**src/rtl/result_exception_stage_pkg.sv**
```systemverilog
// Shared FPU result-select encodings, rounding modes and the stage payload type.
// RESULT encodes as zero in every select so a cleared register reads as "pass the computed value".
package sign;
  typedef enum logic [1:0] {RESULT = 2'd0, ZERO = 2'd1, ONE = 2'd2} select_t;
endpackage

package exponent;
  typedef enum logic [1:0] {RESULT = 2'd0, ZEROS = 2'd1, ONES = 2'd2, MAX_FINITE = 2'd3} select_t;
endpackage

package fraction_msb;
  typedef enum logic [1:0] {RESULT = 2'd0, ZERO = 2'd1, ONE = 2'd2} select_t;
endpackage

package fraction_lsbs;
  typedef enum logic [1:0] {RESULT = 2'd0, ZEROS = 2'd1, ONES = 2'd2} select_t;
endpackage

package fpu_round;
  typedef enum logic [1:0] {RNE = 2'd0, RTZ = 2'd1, RDN = 2'd2, RUP = 2'd3} round_mode_t;
endpackage

package result_exception_stage_pkg;
  typedef struct packed {
    sign::select_t          sign_sel;
    exponent::select_t      exp_sel;
    fraction_msb::select_t  msb_sel;
    fraction_lsbs::select_t lsbs_sel;
    logic                   ovf;
    logic                   unf;
  } result_t;

  localparam int RESULT_W = $bits(result_t);
endpackage

```
**src/rtl/result_exception_stage_if.sv**
```systemverilog
// Upstream/downstream bundle of the exception stage; slave is the stage's view, master the environment's.
interface result_exception_stage_if #(
  parameter int XEXP_WIDTH = 10,
  parameter int FRAC_WIDTH = 32
);
  logic                   valid_in;
  logic                   ready_in;
  sign::select_t          sign_select_in;
  exponent::select_t      exponent_select_in;
  fraction_msb::select_t  fraction_msb_select_in;
  fraction_lsbs::select_t fraction_lsbs_select_in;
  fpu_round::round_mode_t round_mode_in;
  logic                   result_sign;
  logic [XEXP_WIDTH-1:0]  result_exponent;
  logic [FRAC_WIDTH-1:0]  result_fraction;
  logic                   valid_out;
  logic                   ready_out;
  sign::select_t          sign_select_out;
  exponent::select_t      exponent_select_out;
  fraction_msb::select_t  fraction_msb_select_out;
  fraction_lsbs::select_t fraction_lsbs_select_out;
  logic                   overflow_out;
  logic                   underflow_out;
  logic                   flags_clear;
  logic                   sticky_overflow;
  logic                   sticky_underflow;

  modport slave (
    input  valid_in, sign_select_in, exponent_select_in, fraction_msb_select_in,
           fraction_lsbs_select_in, round_mode_in, result_sign, result_exponent,
           result_fraction, ready_out, flags_clear,
    output ready_in, valid_out, sign_select_out, exponent_select_out,
           fraction_msb_select_out, fraction_lsbs_select_out, overflow_out,
           underflow_out, sticky_overflow, sticky_underflow
  );

  modport master (
    output valid_in, sign_select_in, exponent_select_in, fraction_msb_select_in,
           fraction_lsbs_select_in, round_mode_in, result_sign, result_exponent,
           result_fraction, ready_out, flags_clear,
    input  ready_in, valid_out, sign_select_out, exponent_select_out,
           fraction_msb_select_out, fraction_lsbs_select_out, overflow_out,
           underflow_out, sticky_overflow, sticky_underflow
  );
endinterface

```
**src/rtl/result_exception_stage_decode.sv**
```systemverilog
// Combinational zero/overflow/underflow rewrite of the result selects.
// Zero latency, no state; special-case selects pass through untouched.
module result_exception_decode
  import result_exception_stage_pkg::*;
#(
  parameter int EXP_WIDTH  = 8,
  parameter int FRAC_WIDTH = 32,
  parameter int XEXP_WIDTH = EXP_WIDTH + 2
) (
  input  sign::select_t          i_sign_sel,
  input  exponent::select_t      i_exp_sel,
  input  fraction_msb::select_t  i_msb_sel,
  input  fraction_lsbs::select_t i_lsbs_sel,
  input  fpu_round::round_mode_t i_round_mode,
  input  logic                   i_sign,
  input  logic [XEXP_WIDTH-1:0]  i_exponent,
  input  logic [FRAC_WIDTH-1:0]  i_fraction,
  output result_t                o_res
);
  localparam logic signed [XEXP_WIDTH-1:0] EXP_MAX  = XEXP_WIDTH'((1 << EXP_WIDTH) - 1);
  localparam logic signed [XEXP_WIDTH-1:0] EXP_ZERO = '0;

  logic w_all_result, w_zero, w_ovf, w_unf, w_to_inf;

  assign w_all_result = (i_sign_sel == sign::RESULT) && (i_exp_sel == exponent::RESULT) &&
                        (i_msb_sel == fraction_msb::RESULT) && (i_lsbs_sel == fraction_lsbs::RESULT);
  assign w_zero   = ~|i_fraction;
  assign w_ovf    = $signed(i_exponent) >= EXP_MAX;
  assign w_unf    = $signed(i_exponent) <= EXP_ZERO;
  // Overflow rounds to infinity only when the rounding direction points away from zero.
  assign w_to_inf = (i_round_mode == fpu_round::RNE) ||
                    (i_round_mode == fpu_round::RUP && !i_sign) ||
                    (i_round_mode == fpu_round::RDN && i_sign);

  always_comb begin
    o_res = '{i_sign_sel, i_exp_sel, i_msb_sel, i_lsbs_sel, 1'b0, 1'b0};
    if (w_all_result) begin
      if (w_zero) begin
        o_res = '{sign::ZERO, exponent::ZEROS, fraction_msb::ZERO, fraction_lsbs::ZEROS, 1'b0, 1'b0};
      end else if (w_ovf) begin
        if (w_to_inf)
          o_res = '{sign::RESULT, exponent::ONES, fraction_msb::ZERO, fraction_lsbs::ZEROS, 1'b1, 1'b0};
        else
          o_res = '{sign::RESULT, exponent::MAX_FINITE, fraction_msb::ONE, fraction_lsbs::ONES, 1'b1, 1'b0};
      end else if (w_unf) begin
        o_res = '{sign::RESULT, exponent::ZEROS, fraction_msb::ZERO, fraction_lsbs::ZEROS, 1'b0, 1'b1};
      end
    end
  end
endmodule

```
**src/rtl/result_exception_stage_skid.sv**
```systemverilog
// Two-entry skid buffer, main register drives the output; latency 1.
// o_rdy is registered (low only when skid is occupied); payload holds while stalled.
module skid_buffer #(
  parameter int WIDTH = 8
) (
  input  logic             clk,
  input  logic             rst_n,
  input  logic             i_vld,
  output logic             o_rdy,
  input  logic [WIDTH-1:0] i_dat,
  output logic             o_vld,
  input  logic             i_rdy,
  output logic [WIDTH-1:0] o_dat
);
  logic [WIDTH-1:0] r_main, r_skid;
  logic             r_main_vld, r_skid_vld, r_rdy;
  logic             w_accept, w_hs, w_load_main;

  assign w_accept    = i_vld & r_rdy;
  assign w_hs        = r_main_vld & i_rdy;
  assign w_load_main = w_hs | ~r_main_vld;

  always_ff @(posedge clk or negedge rst_n) begin
    if (!rst_n) begin
      r_main     <= '0;
      r_skid     <= '0;
      r_main_vld <= 1'b0;
      r_skid_vld <= 1'b0;
      r_rdy      <= 1'b1;
    end else if (w_load_main) begin
      // r_rdy is low whenever skid holds data, so no new input competes with the refill.
      if (r_skid_vld) begin
        r_main     <= r_skid;
        r_main_vld <= 1'b1;
        r_skid_vld <= 1'b0;
        r_rdy      <= 1'b1;
      end else begin
        r_main_vld <= w_accept;
        if (w_accept) r_main <= i_dat;
      end
    end else if (w_accept) begin
      r_skid     <= i_dat;
      r_skid_vld <= 1'b1;
      r_rdy      <= 1'b0;
    end
  end

  assign o_rdy = r_rdy;
  assign o_vld = r_main_vld;
  assign o_dat = r_main;
endmodule

```
**src/rtl/result_exception_stage.sv**
```systemverilog
// FPU exception/result-select stage with sticky IEEE overflow/underflow flags.
// Latency 1, full throughput; skid buffer absorbs one result when downstream stalls.
module result_exception_stage
  import result_exception_stage_pkg::*;
#(
  parameter int EXP_WIDTH  = 8,
  parameter int FRAC_WIDTH = 32,
  parameter int XEXP_WIDTH = EXP_WIDTH + 2
) (
  input logic                     clk,
  input logic                     reset_n,
  result_exception_stage_if.slave bus
);
  result_t w_dec, w_out;
  logic    w_hs;
  logic    r_sticky_ovf, r_sticky_unf;

  result_exception_decode #(
    .EXP_WIDTH (EXP_WIDTH),
    .FRAC_WIDTH(FRAC_WIDTH),
    .XEXP_WIDTH(XEXP_WIDTH)
  ) u_decode (
    .i_sign_sel  (bus.sign_select_in),
    .i_exp_sel   (bus.exponent_select_in),
    .i_msb_sel   (bus.fraction_msb_select_in),
    .i_lsbs_sel  (bus.fraction_lsbs_select_in),
    .i_round_mode(bus.round_mode_in),
    .i_sign      (bus.result_sign),
    .i_exponent  (bus.result_exponent),
    .i_fraction  (bus.result_fraction),
    .o_res       (w_dec)
  );

  skid_buffer #(.WIDTH(RESULT_W)) u_skid (
    .clk  (clk),
    .rst_n(reset_n),
    .i_vld(bus.valid_in),
    .o_rdy(bus.ready_in),
    .i_dat(w_dec),
    .o_vld(bus.valid_out),
    .i_rdy(bus.ready_out),
    .o_dat(w_out)
  );

  assign w_hs = bus.valid_out & bus.ready_out;

  // Clear takes effect before the handshaking result's bits are merged.
  always_ff @(posedge clk or negedge reset_n) begin
    if (!reset_n) begin
      r_sticky_ovf <= 1'b0;
      r_sticky_unf <= 1'b0;
    end else begin
      r_sticky_ovf <= (r_sticky_ovf & ~bus.flags_clear) | (w_hs & w_out.ovf);
      r_sticky_unf <= (r_sticky_unf & ~bus.flags_clear) | (w_hs & w_out.unf);
    end
  end

  assign bus.sign_select_out          = w_out.sign_sel;
  assign bus.exponent_select_out      = w_out.exp_sel;
  assign bus.fraction_msb_select_out  = w_out.msb_sel;
  assign bus.fraction_lsbs_select_out = w_out.lsbs_sel;
  assign bus.overflow_out             = w_out.ovf;
  assign bus.underflow_out            = w_out.unf;
  assign bus.sticky_overflow          = r_sticky_ovf;
  assign bus.sticky_underflow         = r_sticky_unf;
endmodule

```
**src/flat_wrapper.sv**
```systemverilog
// flat-port wrapper written by rule: the top's interface ports become plain ports
module result_exception_stage_flat import result_exception_stage_pkg::*;
#(
  parameter int EXP_WIDTH  = 8,
  parameter int FRAC_WIDTH = 32,
  parameter int XEXP_WIDTH = EXP_WIDTH + 2
)
  (clk, reset_n, bus_valid_in, bus_sign_select_in, bus_exponent_select_in, bus_fraction_msb_select_in, bus_fraction_lsbs_select_in, bus_round_mode_in, bus_result_sign, bus_result_exponent, bus_result_fraction, bus_ready_out, bus_flags_clear, bus_ready_in, bus_valid_out, bus_sign_select_out, bus_exponent_select_out, bus_fraction_msb_select_out, bus_fraction_lsbs_select_out, bus_overflow_out, bus_underflow_out, bus_sticky_overflow, bus_sticky_underflow);
  result_exception_stage_if #(.XEXP_WIDTH(XEXP_WIDTH), .FRAC_WIDTH(FRAC_WIDTH)) bus_i ();
  input logic clk;
  input logic reset_n;
  input wire logic [$bits(bus_i.valid_in)-1:0] bus_valid_in;
  input wire logic [$bits(bus_i.sign_select_in)-1:0] bus_sign_select_in;
  input wire logic [$bits(bus_i.exponent_select_in)-1:0] bus_exponent_select_in;
  input wire logic [$bits(bus_i.fraction_msb_select_in)-1:0] bus_fraction_msb_select_in;
  input wire logic [$bits(bus_i.fraction_lsbs_select_in)-1:0] bus_fraction_lsbs_select_in;
  input wire logic [$bits(bus_i.round_mode_in)-1:0] bus_round_mode_in;
  input wire logic [$bits(bus_i.result_sign)-1:0] bus_result_sign;
  input wire logic [$bits(bus_i.result_exponent)-1:0] bus_result_exponent;
  input wire logic [$bits(bus_i.result_fraction)-1:0] bus_result_fraction;
  input wire logic [$bits(bus_i.ready_out)-1:0] bus_ready_out;
  input wire logic [$bits(bus_i.flags_clear)-1:0] bus_flags_clear;
  output wire logic [$bits(bus_i.ready_in)-1:0] bus_ready_in;
  output wire logic [$bits(bus_i.valid_out)-1:0] bus_valid_out;
  output wire logic [$bits(bus_i.sign_select_out)-1:0] bus_sign_select_out;
  output wire logic [$bits(bus_i.exponent_select_out)-1:0] bus_exponent_select_out;
  output wire logic [$bits(bus_i.fraction_msb_select_out)-1:0] bus_fraction_msb_select_out;
  output wire logic [$bits(bus_i.fraction_lsbs_select_out)-1:0] bus_fraction_lsbs_select_out;
  output wire logic [$bits(bus_i.overflow_out)-1:0] bus_overflow_out;
  output wire logic [$bits(bus_i.underflow_out)-1:0] bus_underflow_out;
  output wire logic [$bits(bus_i.sticky_overflow)-1:0] bus_sticky_overflow;
  output wire logic [$bits(bus_i.sticky_underflow)-1:0] bus_sticky_underflow;
  assign bus_i.valid_in = bus_valid_in;
  assign bus_i.sign_select_in = bus_sign_select_in;
  assign bus_i.exponent_select_in = bus_exponent_select_in;
  assign bus_i.fraction_msb_select_in = bus_fraction_msb_select_in;
  assign bus_i.fraction_lsbs_select_in = bus_fraction_lsbs_select_in;
  assign bus_i.round_mode_in = bus_round_mode_in;
  assign bus_i.result_sign = bus_result_sign;
  assign bus_i.result_exponent = bus_result_exponent;
  assign bus_i.result_fraction = bus_result_fraction;
  assign bus_i.ready_out = bus_ready_out;
  assign bus_i.flags_clear = bus_flags_clear;
  assign bus_ready_in = bus_i.ready_in;
  assign bus_valid_out = bus_i.valid_out;
  assign bus_sign_select_out = bus_i.sign_select_out;
  assign bus_exponent_select_out = bus_i.exponent_select_out;
  assign bus_fraction_msb_select_out = bus_i.fraction_msb_select_out;
  assign bus_fraction_lsbs_select_out = bus_i.fraction_lsbs_select_out;
  assign bus_overflow_out = bus_i.overflow_out;
  assign bus_underflow_out = bus_i.underflow_out;
  assign bus_sticky_overflow = bus_i.sticky_overflow;
  assign bus_sticky_underflow = bus_i.sticky_underflow;
  result_exception_stage #(.EXP_WIDTH(EXP_WIDTH), .FRAC_WIDTH(FRAC_WIDTH), .XEXP_WIDTH(XEXP_WIDTH)) u_core (.clk(clk), .reset_n(reset_n), .bus(bus_i));
endmodule
```
**config.mk**
```make
export PLATFORM = sky130hd
export DESIGN_NAME = result_exception_stage_flat
export DESIGN_NICKNAME = d
export VERILOG_FILES = /design/src/rtl/result_exception_stage_pkg.sv /design/src/rtl/result_exception_stage_if.sv /design/src/rtl/result_exception_stage_decode.sv /design/src/rtl/result_exception_stage_skid.sv /design/src/rtl/result_exception_stage.sv /design/src/flat_wrapper.sv
export SDC_FILE = /design/constraint.sdc
export NUM_CORES = 1
export LEC_CHECK = 0
export CORE_ASPECT_RATIO = 0.75
export CORE_UTILIZATION = 35
export DETAILED_ROUTE_END_ITERATION = 6
export HOLD_SLACK_MARGIN = 0.12
export PLACE_DENSITY = 0.77
export SLEW_MARGIN = 0
export SYNTH_ARGS = -nofsm -noshare
export SYNTH_HDL_FRONTEND = slang
export SYNTH_SLANG_ARGS = --single-unit
```
**constraint.sdc**
```tcl
create_clock -name clk -period 1.37 [get_ports clk]
set_clock_uncertainty 0.1 [all_clocks]
set_input_delay 0.3425 -clock clk [delete_from_list [all_inputs] [get_ports clk]]
set_output_delay 0.3425 -clock clk [all_outputs]
set_load 0.005 [all_outputs]
```
# Word-level counts from Yosys, hierarchy flattened
# Cells that the tools add are included.
# W data, S select, Z words.
dict set report op_classes {
  bitwise 12
  reduce_logical 19
  n_mux 13
  n_eq_ne 3
  n_lt_le_gt_ge 2
}
# op count
set op_table {}
lappend op_table {{$mux W10} 6}
lappend op_table {{$reduce_or A32 Y1} 1}
lappend op_table {{$ge A10 B9 Y1 const B} 1}
lappend op_table {{$le A10 B1 Y1 const B} 1}
lappend op_table {{$logic_not A2 Y1} 5}
lappend op_table {{$mux W7} 1}
lappend op_table {{$and A1 B1 Y1} 6}
lappend op_table {{$mux W1} 6}
lappend op_table {{$reduce_and A2 Y1} 3}
lappend op_table {{$logic_and A1 B1 Y1} 5}
lappend op_table {{$eq A2 B2 Y1 const B} 2}
lappend op_table {{$reduce_bool A2 Y1} 2}
lappend op_table {{$not A1 Y1} 3}
lappend op_table {{$or A1 B1 Y1} 3}
lappend op_table {{$logic_or A1 B1 Y1} 2}
lappend op_table {{$ne A2 B2 Y1 const B} 1}
lappend op_table {{$logic_not A1 Y1} 1}
dict set report totals {
  regBits 25
  in_bits 58
}

# Longest topological paths before layout
dict set report logic_depth {
  word_depth 10
  ltp_mapped 6
  mapped_depth_nobuf 5
}

# Modules after synthesis
# A second synthesis with hierarchy kept.
dict set report hier_totals {
  cells_unflattened 114
  area_unflattened_um2 1412.6
}
# module cells_each seq_area_each_um2 n_inst area_each_um2
set by_module_without_submodules {}
lappend by_module_without_submodules {skid_buffer 63 576.8 1 1048.5}
lappend by_module_without_submodules {result_exception_decode 43 0.0 1 279.0}
lappend by_module_without_submodules {result_exception_stage 8 50.0 1 85.1}

# Least setup slack after synthesis
# Ideal clock, no wire load.
dict set report synth_timing {
  kind {input -> register}
  start {input bus_fraction_lsbs_select_in[0]}
  end {register u_core.u_skid.r_main[3], in the netlist u_core.u_skid.o_dat[3]}
  setup_ps 73
  path_slack_ps -206
  path_stages 6
  t_required_ps 1197
  arrival_ps 1403
  cell_sequence {nor4_2 -> and2_1 -> buf_6 -> o2111ai_4 -> or2_4 -> a21oi_2}
}
dict set report synth_via {
  elab_chain_len 5
}
# element line_no
set synth_lines {}
lappend synth_lines {{start: declaration} flat_wrapper.sv:16} ;# input wire logic [$bits(bus_i.fraction_lsbs_select_in)-1:0] bus_fraction_lsbs_select_in;
lappend synth_lines {{$logic_not A2 Y1} result_exception_stage_decode.sv:26} ;# (i_msb_sel == fraction_msb::RESULT) && (i_lsbs_sel == fraction_lsbs::RESULT);
lappend synth_lines {{$logic_and A1 B1 Y1} result_exception_stage_decode.sv:26}
lappend synth_lines {{$mux W10} result_exception_stage_decode.sv:37} ;# if (w_all_result) begin
lappend synth_lines {{$mux W10} result_exception_stage_skid.sv:39} ;# if (w_accept) r_main <= i_dat;
lappend synth_lines {{$mux W10} result_exception_stage_skid.sv:32} ;# if (r_skid_vld) begin
lappend synth_lines {{end signal: assignment} result_exception_stage_skid.sv:33} ;# r_main <= r_skid;
lappend synth_lines {{end signal: assignment} result_exception_stage_skid.sv:39}
lappend synth_lines {{end: declaration} result_exception_stage_skid.sv:15} ;# logic [WIDTH-1:0] r_main, r_skid;
# Every way passes these cells. The select of a mux whose other input is x is not followed.
# A chain may end at the register's enable or synchronous reset.

# Worst setup path after layout
dict set report layout_timing {
  start {input bus_result_fraction[16]}
  end {register u_core.u_skid.r_main[6], in the netlist u_core.u_skid.o_dat[6]}
}
dict set report layout_via {
  elab_chain_len 5
}
# element line_no
set layout_lines {}
lappend layout_lines {{start: declaration} flat_wrapper.sv:20} ;# input wire logic [$bits(bus_i.result_fraction)-1:0] bus_result_fraction;
lappend layout_lines {{$reduce_or A32 Y1} result_exception_stage_decode.sv:27} ;# assign w_zero = ~|i_fraction;
lappend layout_lines {{$mux W10} result_exception_stage_decode.sv:38} ;# if (w_zero) begin
lappend layout_lines {{$mux W10} result_exception_stage_decode.sv:37}
lappend layout_lines {{$mux W10} result_exception_stage_skid.sv:39}
lappend layout_lines {{$mux W10} result_exception_stage_skid.sv:32}
# Every way passes these cells. The select of a mux whose other input is x is not followed.

==> Flow_metrics.wiki <==
{| class="wikitable"
! Metric !! Value
|-
| Pins Over Slew Limit || 0
|-
| Antenna Nets Post-Route || 0
|-
| Worst-path clk slew || 0.09 ns
|-
| Inserted Clock Buffers || 3
|-
| Clock Root Buffer || sky130_fd_sc_hd__clkbuf_8
|-
| Via count || 1,749
|-
| Number of clock sinks || 25
|-
| WP data arrival || 1.62 ns
|-
| Total power density per cell area || 528 nW/um^2
|-
| Hold buffer count at CTS || 0
|-
| Die area || 4090 sq um
|-
| Number of instances in the synthesized netlist || 148
|-
| Synthesized-area fraction occupied by xor and xnor cells || 0.652%
|-
| Proportion of synthesized area in mux cells || 0.746%
|-
| Syn_area_per_cell || 9.07 sq um
|-
| Number of global-route vias before repair || 1,762
|-
| Maximum number of pins on one net before global-route repair || 26
|-
| Asr flop ratio synth || 100%
|-
| Number of failing hold endpoints at the final stage || 0
|-
| Most instantiated flip-flop cell in the synthesis netlist || sky130_fd_sc_hd__dfrtp_1
|-
| Std-Cell Core Area || 3660 sq um
|-
| Fill cell instance count of the final layout || 226
|-
| Net count of the mapped netlist || 206
|-
| Number of cells in the design after placement || 295
|-
| Final worst-path setup slack || -0.176 ns
|-
| Max-Cap Viols || 0
|-
| Internal reg-to-reg setup slack || -0.13 ns
|-
| Critical path buffers and inverters || 2
|-
| Post-layout min period || 1.55 ns
|-
| Adder and majority cell fraction of the synthesized area || 0%
|-
| Relative max-transition margin || 79.6%
|-
| # port buffers || 71
|-
| Drt total wl || 5600 microns
|-
| Top delay family on crit path || simple AND/OR/NAND/NOR gates
|-
| Post-route clock period utilization || 113%
|-
| First-pass GRT wire length || 8700 microns
|-
| Outcome || finished with violations
|-
| Post-detailed-route wirelength per cell || 17.1 microns
|-
| First-iteration detailed-routing DRC count || 109
|-
| Path type of the worst setup path || input pin to flip-flop
|-
| Die Span X || 73.5 microns
|-
| Simple-gate area share of the yosys netlist || 27.3%
|-
| Top fanout value on the critical path || 4
|-
| Share of synthesized area occupied by flip-flops and latches || 46.7%
|-
| Clock latency of the later-clocked register in the worst-skew pair || 0.28 ns
|-
| Post-DR vias/cell || 5.35
|-
| Pre-Repair DR Iteration Count || 4
|-
| Startpoint class of the critical path || input pin
|-
| Leakage || 1.32 nW
|-
| Antenna Cells || 0
|-
| Cell area after layout || 2910 sq um
|-
| Total number of placement rows || 19
|-
| I/O pin count || 72
|-
| Post-synthesis cell area || 1340 sq um
|-
| Buffer depth of the longest clock path || 2
|-
| CP max stage cell || sky130_fd_sc_hd__nor4_4
|-
| Required time of the worst setup path || 1.44 ns
|-
| Maximum ir drop on the vdd rail || 0.482 mV
|-
| Total routing resource utilization after global routing || 28.3%
|-
| Overflow after GRT || 0
|-
| RSZ-0062 raised after global routing || yes
|-
| Crit path cell chain || buf_6 -> nor4_4 -> nand4_1 -> buf_4 -> o21ai_4 -> nor4_2 -> o31ai_1
|-
| Post-synthesis register bit count || 25
|-
| Number of standard cells in the final layout excluding fillers || 327
|-
| Initial cell density of the core || 36.7%
|-
| Total Nets Final || 334
|-
| Violations in the final reports || setup timing
|-
| CTS tree || done
|-
| Placed Area || 2400 sq um
|-
| H-Tree Depth || 1
|-
| DIE HEIGHT || 55.6 microns
|-
| Util after Layout || 79.4%
|-
| Largest family of logic cells by synthesized area || simple AND/OR/NAND/NOR gates
|-
| Maximum frequency from static timing analysis || 647 MHz
|-
| Final estimated routing congestion in global placement || 0.846
|-
| Setup total negative slack || -2.15 ns
|-
| Post-synth EDFFs || 0
|-
| Slew at the pin closest to its max-slew limit || 0.305 ns
|-
| Crit. End Element || flip-flop
|-
| Layout cells sized above 1 || 58.5%
|-
| Hold Path Class || input pin to flip-flop
|-
| Worst slack on hold paths || 0.193 ns
|-
| Total DRC errors in the routed layout || 0
|-
| Slowest Stage Delay on Critical Path || 0.28 ns
|-
| Syn-to-layout area delta || 117%
|-
| DP Wirelength || 3310 microns
|-
| Final count of negative-setup-slack endpoints || 19
|-
| Number of antenna violations at the first check in global routing || 0
|-
| Flip-flop and latch area || 627 sq um
|-
| Synthesis Warnings || 0
|-
| Count of distinct cell types in the synthesized netlist || 37
|-
| Area of the multi-input gates || 1020 sq um
|-
| Area fraction in compound gates after synthesis || 21.5%
|}
cells in the mapped netlist, types with 2 or more instances:
| master | n | area, sq um |
|---|---|---|
| sky130_fd_sc_hd__nor2_1 | 16 | 60.1 |
| sky130_fd_sc_hd__nand3_1 | 5 | 25.0 |
| sky130_fd_sc_hd__o21bai_1 | 2 | 15.0 |
| sky130_fd_sc_hd__a21oi_2 | 4 | 35.0 |
| sky130_fd_sc_hd__and3_1 | 5 | 31.3 |
| sky130_fd_sc_hd__nand4_1 | 4 | 25.0 |
| sky130_fd_sc_hd__o21ai_0 | 6 | 30.0 |
| sky130_fd_sc_hd__nor2b_1 | 3 | 18.8 |
| sky130_fd_sc_hd__nor4_2 | 2 | 25.0 |
| sky130_fd_sc_hd__inv_1 | 4 | 15.0 |
| sky130_fd_sc_hd__a31oi_1 | 3 | 18.8 |
| sky130_fd_sc_hd__o21ai_1 | 7 | 35.0 |
| sky130_fd_sc_hd__nor3_1 | 5 | 25.0 |
| sky130_fd_sc_hd__a21oi_1 | 11 | 55.1 |
| sky130_fd_sc_hd__clkbuf_1 | 3 | 11.3 |
| sky130_fd_sc_hd__nor4_1 | 10 | 62.6 |
| sky130_fd_sc_hd__nand2b_1 | 2 | 12.5 |
| sky130_fd_sc_hd__nand2_1 | 14 | 52.6 |
| sky130_fd_sc_hd__dfrtp_1 | 24 | 601 |
tightest hold or removal path: cells and delay by family:
kind | cells | cell delay (ns)
buf+inv | 1 | 0.10
simple gates | 2 | 0.10
stage by stage:
| step | setup slack [ns] | total power, mW |
|---|---|---|
| after floorplan | -0.154 | 0.793 |
| after global placement | -0.771 | 1.04 |
| after detailed placement | -0.798 | 1.04 |
| after CTS | -0.155 | 1.49 |
| after global routing | -0.253 | 1.59 |
| final | -0.176 | 1.53 |
metal layers:
layer | wire [microns] | share of wire, % | vias to the layer above | global-route usage (%)
li1 | - | - | 807 | -
met1 | 2340 | 42 | 852 | 38.0
met2 | 2850 | 51 | 81 | 47.4
met3 | 345 | 6.2 | 9 | 4.89
met4 | 63 | 1.1 | 0 | 6.32
met5 | 0 | 0 | - | 0
cells by family after synthesis:
kind of cell	Yosys count
AO/OA/AOI/OAI	42
XOR/XNOR	1
buffers and inverters	9
flip-flops	25
multiplexers	1
AND/OR/NAND/NOR	70
placed cells by master (no fill, tap or decap), types with 4 or more instances in the layout:
master / n
sky130_fd_sc_hd__buf_4: 43
sky130_fd_sc_hd__buf_6: 34
sky130_fd_sc_hd__dfrtp_1: 24
sky130_fd_sc_hd__clkdlybuf4s15_1: 17
sky130_fd_sc_hd__buf_2: 14
sky130_fd_sc_hd__nand2_1: 12
sky130_fd_sc_hd__nor2_1: 12
sky130_fd_sc_hd__nor4_4: 10
sky130_fd_sc_hd__a21oi_2: 8
sky130_fd_sc_hd__a21oi_1: 6
sky130_fd_sc_hd__clkbuf_2: 6
sky130_fd_sc_hd__dlygate4sd2_1: 6
sky130_fd_sc_hd__o21ai_0: 5
sky130_fd_sc_hd__nand3_1: 4
sky130_fd_sc_hd__nand4_1: 4
sky130_fd_sc_hd__o21ai_1: 4
final timing paths:
kind	cells after the start	endpoint	startpoint
max	7	u_core.u_skid.o_dat[6]$_DFFE_PN0P_	bus_result_fraction[16]
min	3	u_core.u_skid.r_skid[9]$_DFFE_PN0P_	bus_sign_select_in[1]
max reg2reg	4	u_core.u_skid.o_dat[6]$_DFFE_PN0P_	u_core.u_skid.r_skid_vld$_DFFE_PN0P_
min reg2reg	2	u_core.u_skid.r_skid[9]$_DFFE_PN0P_	u_core.u_skid.r_skid[9]$_DFFE_PN0P_
max in group asynchronous	2	u_core.u_skid.o_rdy$_DFFE_PN1P_	reset_n
min in group asynchronous	2	u_core.u_skid.o_dat[8]$_DFFE_PN0P_	reset_n
power breakdown:
part	switching, mW	internal, mW
clock	0.254	0.207
sequential	0.0000000000000000577	0.737
combinational	0.142	0.195
flip-flops by register name, indices dropped and copies added, names as in the netlist:
register,count
u_core.u_skid.o_dat,10
u_core.u_skid.r_skid,10
u_core.bus.sticky_overflow,1
u_core.bus.sticky_underflow,1
u_core.u_skid.o_rdy,1
u_core.u_skid.o_vld,1
u_core.u_skid.r_skid_vld,1
timing repair:
item                                   in CTS  in global routing
gates resized for setup                   244                 51
setup endpoints to repair                  35                 30
endpoints found under the hold margin       0                  0
buffers inserted                           20                  8
cloned                                      1                  0
pin swaps                                  36                 34
final cells by class:
cell class	count	share of cell area (%)
clock buffer	3	1.42
sequential	25	21.6
clock inverter	1	0.258
multi-input combinational	114	35.2
timing repair buffer	128	38.8
tap	52	2.24
inverter	4	0.516
Note: power is estimated with default switching activity, not from simulation.
